`config.mk`:
```
export PLATFORM = sky130hd
export DESIGN_NAME = delta_spike_event_fifo
export DESIGN_NICKNAME = d
export VERILOG_FILES = /design/src/rtl/delta_spike_event_fifo.sv
export SDC_FILE = /design/constraint.sdc
export NUM_CORES = 1
export LEC_CHECK = 0
export CAP_MARGIN = 20
export CORE_MARGIN = 1
export CORE_UTILIZATION = 50
export DETAILED_ROUTE_END_ITERATION = 6
export MAX_ROUTING_LAYER = met4
export PLACE_DENSITY = 0.72
export RECOVER_POWER = 25
export SYNTH_ARGS = -nofsm -noshare
export SYNTH_HDL_FRONTEND = slang
export SYNTH_SLANG_ARGS = --single-unit
```
`constraint.sdc`:
```
create_clock -name clk -period 4.1 [get_ports clk]
set_input_delay 0.82 -clock clk [delete_from_list [all_inputs] [get_ports clk]]
set_output_delay 0.82 -clock clk [all_outputs]
set_load 0.1 [all_outputs]
```
`src/rtl/delta_spike_event_fifo.sv`:
```
// delta_spike_event_fifo
// Timestamps up/down spikes from the delta-modulation encoder, packs them as
// {polarity, timestamp} event words and buffers them in a show-ahead FIFO that
// is read over a valid/ready handshake. Overflow, dropped events and illegal
// spike codes are tracked in sticky status registers.
//
// Ports:
//   clk        in   clock, rising edge
//   reset      in   synchronous active-high reset
//   en         in   capture enable (timestamp runs, spikes accepted)
//   spike      in   2'b01 up, 2'b10 down, 2'b00 none, 2'b11 illegal
//   clr        in   synchronous clear of drop_count / overflow / bad_spike
//   ev_data    out  head event {polarity, timestamp}
//   ev_valid   out  FIFO non-empty
//   ev_ready   in   consumer accepts head when ev_valid & ev_ready
//   fifo_count out  occupancy 0..DEPTH
//   overflow   out  sticky, set on a dropped event
//   drop_count out  saturating dropped-event count
//   bad_spike  out  sticky, set on spike==2'b11 while enabled
module delta_spike_event_fifo #(
  parameter int TS_WIDTH   = 6,
  parameter int DEPTH      = 4,
  parameter int DROP_WIDTH = 4
) (
  input  logic                       clk,
  input  logic                       reset,
  input  logic                       en,
  input  logic [1:0]                 spike,
  input  logic                       clr,
  output logic [TS_WIDTH:0]          ev_data,
  output logic                       ev_valid,
  input  logic                       ev_ready,
  output logic [$clog2(DEPTH):0]     fifo_count,
  output logic                       overflow,
  output logic [DROP_WIDTH-1:0]      drop_count,
  output logic                       bad_spike
);

  localparam int PTR_W = $clog2(DEPTH);
  localparam int CNT_W = PTR_W + 1;
  localparam int EV_W  = TS_WIDTH + 1;

  localparam logic [1:0]            SPK_UP   = 2'b01;
  localparam logic [1:0]            SPK_DOWN = 2'b10;
  localparam logic [1:0]            SPK_BAD  = 2'b11;
  localparam logic [CNT_W-1:0]      CNT_ONE  = {{(CNT_W-1){1'b0}}, 1'b1};
  localparam logic [CNT_W-1:0]      CNT_FULL = CNT_W'(DEPTH);
  localparam logic [PTR_W-1:0]      PTR_ONE  = {{(PTR_W-1){1'b0}}, 1'b1};
  localparam logic [TS_WIDTH-1:0]   TS_ONE   = {{(TS_WIDTH-1){1'b0}}, 1'b1};
  localparam logic [DROP_WIDTH-1:0] DROP_ONE = {{(DROP_WIDTH-1){1'b0}}, 1'b1};
  localparam logic [DROP_WIDTH-1:0] DROP_MAX = {DROP_WIDTH{1'b1}};

  logic [EV_W-1:0]       mem_r [DEPTH];
  logic [TS_WIDTH-1:0]   ts_r;
  logic [PTR_W-1:0]      rd_ptr_r;
  logic [PTR_W-1:0]      wr_ptr_r;
  logic [CNT_W-1:0]      count_r;
  logic                  ev_valid_r;
  logic                  overflow_r;
  logic [DROP_WIDTH-1:0] drop_count_r;
  logic                  bad_spike_r;

  logic                  push_req_s;
  logic                  pop_s;
  logic                  full_s;
  logic                  push_ok_s;
  logic                  drop_s;
  logic                  bad_s;
  logic [EV_W-1:0]       word_s;
  logic [CNT_W-1:0]      count_next_s;

  // Push/pop/drop decode and next occupancy.
  always_comb begin
    push_req_s   = en && ((spike == SPK_UP) || (spike == SPK_DOWN));
    bad_s        = en && (spike == SPK_BAD);
    pop_s        = ev_valid_r && ev_ready;
    full_s       = (count_r == CNT_FULL);
    // A push into a full FIFO still lands if the head leaves on the same edge.
    push_ok_s    = push_req_s && (!full_s || pop_s);
    drop_s       = push_req_s && full_s && !pop_s;
    word_s       = {(spike == SPK_UP), ts_r};
    count_next_s = count_r;
    case ({push_ok_s, pop_s})
      2'b10:   count_next_s = count_r + CNT_ONE;
      2'b01:   count_next_s = count_r - CNT_ONE;
      default: count_next_s = count_r;
    endcase
  end

  // Event storage; contents are never cleared, only overwritten on push.
  always_ff @(posedge clk) begin
    if (push_ok_s) begin
      mem_r[wr_ptr_r] <= word_s;
    end
  end

  // Timestamp, pointers, occupancy and registered valid flag.
  always_ff @(posedge clk) begin
    if (reset) begin
      ts_r       <= {TS_WIDTH{1'b0}};
      rd_ptr_r   <= {PTR_W{1'b0}};
      wr_ptr_r   <= {PTR_W{1'b0}};
      count_r    <= {CNT_W{1'b0}};
      ev_valid_r <= 1'b0;
    end else begin
      if (en) begin
        ts_r <= ts_r + TS_ONE;
      end
      if (push_ok_s) begin
        wr_ptr_r <= wr_ptr_r + PTR_ONE;
      end
      if (pop_s) begin
        rd_ptr_r <= rd_ptr_r + PTR_ONE;
      end
      count_r    <= count_next_s;
      ev_valid_r <= (count_next_s != {CNT_W{1'b0}});
    end
  end

  // Sticky status; a same-cycle event takes precedence over clr.
  always_ff @(posedge clk) begin
    if (reset) begin
      overflow_r   <= 1'b0;
      drop_count_r <= {DROP_WIDTH{1'b0}};
      bad_spike_r  <= 1'b0;
    end else if (clr) begin
      overflow_r   <= drop_s;
      drop_count_r <= drop_s ? DROP_ONE : {DROP_WIDTH{1'b0}};
      bad_spike_r  <= bad_s;
    end else begin
      if (drop_s) begin
        overflow_r <= 1'b1;
        if (drop_count_r != DROP_MAX) begin
          drop_count_r <= drop_count_r + DROP_ONE;
        end
      end
      if (bad_s) begin
        bad_spike_r <= 1'b1;
      end
    end
  end

  assign ev_data    = mem_r[rd_ptr_r];
  assign ev_valid   = ev_valid_r;
  assign fifo_count = count_r;
  assign overflow   = overflow_r;
  assign drop_count = drop_count_r;
  assign bad_spike  = bad_spike_r;

endmodule
```
# --- Yosys cells after proc, flatten, opt, wreduce, memory -nomap -nowiden ---
# Memory sizes are Yosys's and may differ from the RTL's. A register that Yosys moved wholly into a read port is not among the register bits.
# Cells that the tools add are included.
op_classes:
  n_reduce_logical: 15
  n_eq_ne: 7
  addsub: 6
  muxes: 13
op_table:
  columns: ["op", "count"]
  rows:
  - ["4-bit 2-to-1 mux", 3]
  - ["1-bit 2-to-1 mux", 7]
  - ["6-bit by 1-bit adder with 6-bit output (second input constant)", 1]
  - ["2-bit equality test (second input constant)", 3]
  - ["1-bit logical AND", 6]
  - ["3-bit one-hot mux with 2 select lines", 1]
  - ["2-bit nonzero test", 3]
  - ["2-bit by 1-bit adder with 2-bit output (second input constant)", 2]
  - ["4-bit by 1-bit adder with 4-bit output (second input constant)", 1]
  - ["2-bit by 1-bit equality test with 1-bit output (second input constant)", 2]
  - ["2-bit 2-to-1 mux", 2]
  - ["4-bit != test (second input constant)", 1]
  - ["3-bit by 1-bit adder with 3-bit output (second input constant)", 1]
  - ["3-bit equality test (second input constant)", 1]
  - ["3-bit nonzero test", 1]
  - ["3-bit by 1-bit subtractor with 3-bit output (second input constant)", 1]
  - ["1-bit zero test", 2]
  - ["1-bit logical OR", 2]
  - ["2-bit AND reduction", 1]
totals:
  mem_bits_rw: 28
  mem_count: 1
  regBits: 20
mem_list:
  columns: ["name", "words", "width", "rd", "rd_ports_with_merged_regs", "wr", "line", "rtl"]
  rows:
  - ["mem_r", 4, 7, 1, 1, 1, "53", "logic [EV_W-1:0] mem_r [DEPTH];"]

# --- Depth between registers and ports, before layout ---
logic_depth:
  word_depth: 7
  ltp_mapped: 9

# --- Worst setup path before layout ---
# Ideal clock, no wire load.
synth_path:
  path_kind: "in2reg"
  startpoint: "input spike[1]"
  endpoint: "register ev_valid_r, in the netlist ev_valid"
  stages: 9
  setup_time_ns: 0.093
  arrival_time_ns: 2.456
  slack_ns: 1.551
  path_cell_list: "inv_1 -> ha_1 -> nand2b_1 -> nand2_1 -> inv_1 -> fa_1 -> nor3_1 -> nor3_1 -> o32ai_1"
synth_via:
  elab_chain_cells: 7
  elab_cells_between_ends: 9
  classes_between: "eq/ne: 4; mux: 1; reduce/logical: 4"
synth_rtl:
  columns: ["element", "line", "rtl"]
  rows:
  - ["start, declared", "28", "input logic [1:0] spike,"]
  - ["2-bit by 1-bit equality test with 1-bit output or 2-bit equality test (tied branches)", "74", "push_req_s = en && ((spike == SPK_UP) || (spike == SPK_DOWN));"]
  - ["1-bit logical OR (*)", "74", null]
  - ["1-bit logical AND (*)", "74", null]
  - ["1-bit logical AND (*)", "79", "push_ok_s = push_req_s && (!full_s || pop_s);"]
  - ["2-bit by 1-bit equality test with 1-bit output or 2-bit equality test (tied branches)", "83", "case ({push_ok_s, pop_s})"]
  - ["3-bit one-hot mux with 2 select lines (*)", "83", null]
  - ["3-bit nonzero test (*)", "116", "ev_valid_r <= (count_next_s != {CNT_W{1'b0}});"]
  - ["end signal, assigned", "116", null]
  - ["end, declared", "58", "logic ev_valid_r;"]
# Mark *: on every way between the ends. The rest lies on a longest branch, timed or not.
# A chain may end at the register's enable or synchronous reset.

==> summary.txt <==
Rows - 23
Met2 GRT Util - 0.2891
CP bufs+invs - 1
Die Width - 66.74 um
Area of the mapped netlist - 2096 um2
# IOs - 24
Full die area - 4454 um2
Hold_buf cts - 0
Initial Util - 0.5239
Ant diodes - 0
Area grow syn2layout - 16.60%
Number of synthesized register bits - 50
Total grt overflow - 0
Remaining antenna violation count after routing - 0
DR WL/cell - 15.84 um
DR pass1 iterations - 4
Share of the synthesized area in the top cell type - 0.4012
VDD IR max - 0.2808 mV
Sink Count - 50
Drc violations - 0
Commonest non-fill, non-tap cell in the layout - edfxtp_1
Fraction of layout cells with a size suffix above 1 - 0.09945
Slowest cell on crit path - clkdlybuf4s50_1
Clock latency on the worst-skew pair - 0.30 ns
Slew HR - 0.3442
YS warnings - 0
Initial antenna violation count - 0
Clock-pin transition on the worst setup and hold timing paths - 0.08 ns
First-pass GRT wire length - 5.837 mm
Most Crowded Layer GR - met2
Fin. max-slew vios - 0
Critical Path Fanout Max - 7
Deepest clock path buffer count - 2
Worst hold path type - flop to flop
Worst R2R Path Depth - 7
Arr. time, crit path - 2.45 ns
DP Wirelength - 2.637 mm
Hold Path Depth - 2
H-tree levels - 2
Total CTS buffers - 5
Fmax - 305.5 MHz
Root Buffer - clkbuf_8
Crit path cell chain - mux4_2 -> clkdlybuf4s50_1
Sum Neg Setup Slack - 0 ns
Final #Nets - 196
Total core area - 4000 um2
Mean post-synth cell area - 13.43 um2
Initial drt markers - 59
M3 GR Usage - 0.06678
Period utilization - 0.7984
Final setup violation count - 0
Register Area - 1281 um2
CTS tree - done
Static leakage - 0.8587 nW
RSZ-0062 raised after global routing - no
Sequential area share after synthesis - 0.6113
Max Clock Skew - 0.004481 ns
Number of fill cells - 316
Area leader, netlist - edfxtp_1
Post-cts resize count - 0
Multi-input gate area - 763.2 um2
Synth Instances - 156
Height of the die - 66.74 um
PwrDens - 495.1 nW/um2
Setup bufs post-CTS - 0
GPL Wtd Cong - 0.8161
Status - completed
Avg Vias per Cell - 5.550
Required time worst endpoint - 3.28 ns
Final wirelength - 3.659 mm
Worst path max stage delay - 0.98 ns
Gr usage total - 0.1943
CP endpoint kind - primary output
Most frequent cells in the layout - edfxtp_1 (28), clkdlybuf4s50_1 (23), dfxtp_1 (22), nor2_1 (11), ha_1 (8)
Largest net degree at the start of global routing - 23
Max-Cap Viols - 0
Total power - 1.210 mW
Min cycle time layout - 3.274 ns
Synth cell types - 38
Worst setup SP type - flop
Crit. path cell count - 2
DR vias - 1,282
Worst-margin pin slew - 0.9806 ns
Kind of cell adding the most delay to the critical path - buffers and inverters
Number of global-route vias before repair - 1,184
Top cells by area, synth - edfxtp_1 (40%), dfxtp_1 (21%), mux4_2 (7.5%)
Worst Setup Path Type - flop to primary output
Endpoints failing hold - 0
Syn_nets - 172
M1 GR Usage - 0.2394
I/O Buffers - 23
-- area by class of cell --
class	instances	share of cell area
clock buffer	8	0.03277
inverter	7	0.01075
multi-input combinational	93	0.3123
sequential	50	0.5243
tap	50	0.02560
timing repair buffer	23	0.09421
-- final timing paths --
kind,endpoint,start,slack [ns]
hold / removal,overflow,overflow,0.46
setup reg to reg,ev_valid,ev_valid,2.12
setup / recovery,ev_data[3],flop,0.83
hold reg to reg,overflow,overflow,0.46
-- logic make-up (layout without fill, tap and decap cells) --
family,count (synthesis),count (layout),share of synthesized area
and+or+nand+nor,48,48,0.1254
AOI/OAI and AO/OA,18,18,0.05851
buffers and inverters,13,38,0.02448
muxes,10,10,0.08955
adders and majority gates,9,9,0.05732
DFF,50,50,0.6113
xor gates and xnor gates,8,8,0.03343
-- cells in the mapped netlist --
master	instances
inv_1	7
o32ai_1	1
and2b_1	1
nand3_1	5
nor3b_2	1
mux4_2	7
a211oi_1	1
a21oi_1	5
or3_1	2
and4_4	1
xor2_1	4
mux2i_1	3
nand4_1	3
buf_2	2
nand2b_1	1
edfxtp_1	28
ha_1	8
a22oi_1	1
a31o_2	1
nand2_1	7
nor4_1	1
o21ai_0	4
nor3_1	7
and2_1	5
nor2_1	11
buf_1	1
or3b_4	1
a31oi_1	1
xnor2_1	4
nor3b_1	1
o21a_1	1
a2111oi_2	1
fa_1	1
a21boi_0	1
dfxtp_1	22
clkbuf_1	3
a41oi_1	1
nor3_2	1
-- worst min-delay path: stages, from the launching register on --
cell and delay [ns]:
dfxtp_1 0.32, nand2_1 0.05, a21oi_1 0.05
-- registers in the layout, indices dropped and copies added (netlist names), named ones only --
name,count
wr_ptr_r,2
rd_ptr_r,2
ev_valid,1
ts_r,6
overflow,1
drop_count,4
bad_spike,1
fifo_count,3
mem_r,28
-- layer usage --
layer | up-vias | share of wire
met5 | - | 0
met4 | 0 | 0.020
met3 | 10 | 0.036
met2 | 31 | 0.48
met1 | 617 | 0.46
li1 | 624 | -
-- where the power goes --
group,switching (mW),internal (mW),leakage [nW]
sequential,0.0336,0.558,0.456
combinational,0.249,0.104,0.363
clock,0.144,0.121,0.0395
total,0.427,0.783,0.859
-- per-stage QoR --
stage          utilization  instance area [um2]  cells  worst slack [ns]  hold slack (ns)
4_1_cts             0.6109                 2444    231            0.7640           0.4624
5_1_grt             0.6109                 2444    231            0.6802           0.5003
3_5_place_dp        0.5909                 2364    223            0.8398           0.4517
3_3_place_gp        0.5909                 2364    223             1.004           0.4516
2_1_floorplan            -                 2096    156             1.551           0.4690
6_report            0.6109                 2444    231            0.8264           0.4623
(Power assumes the default switching activity.)
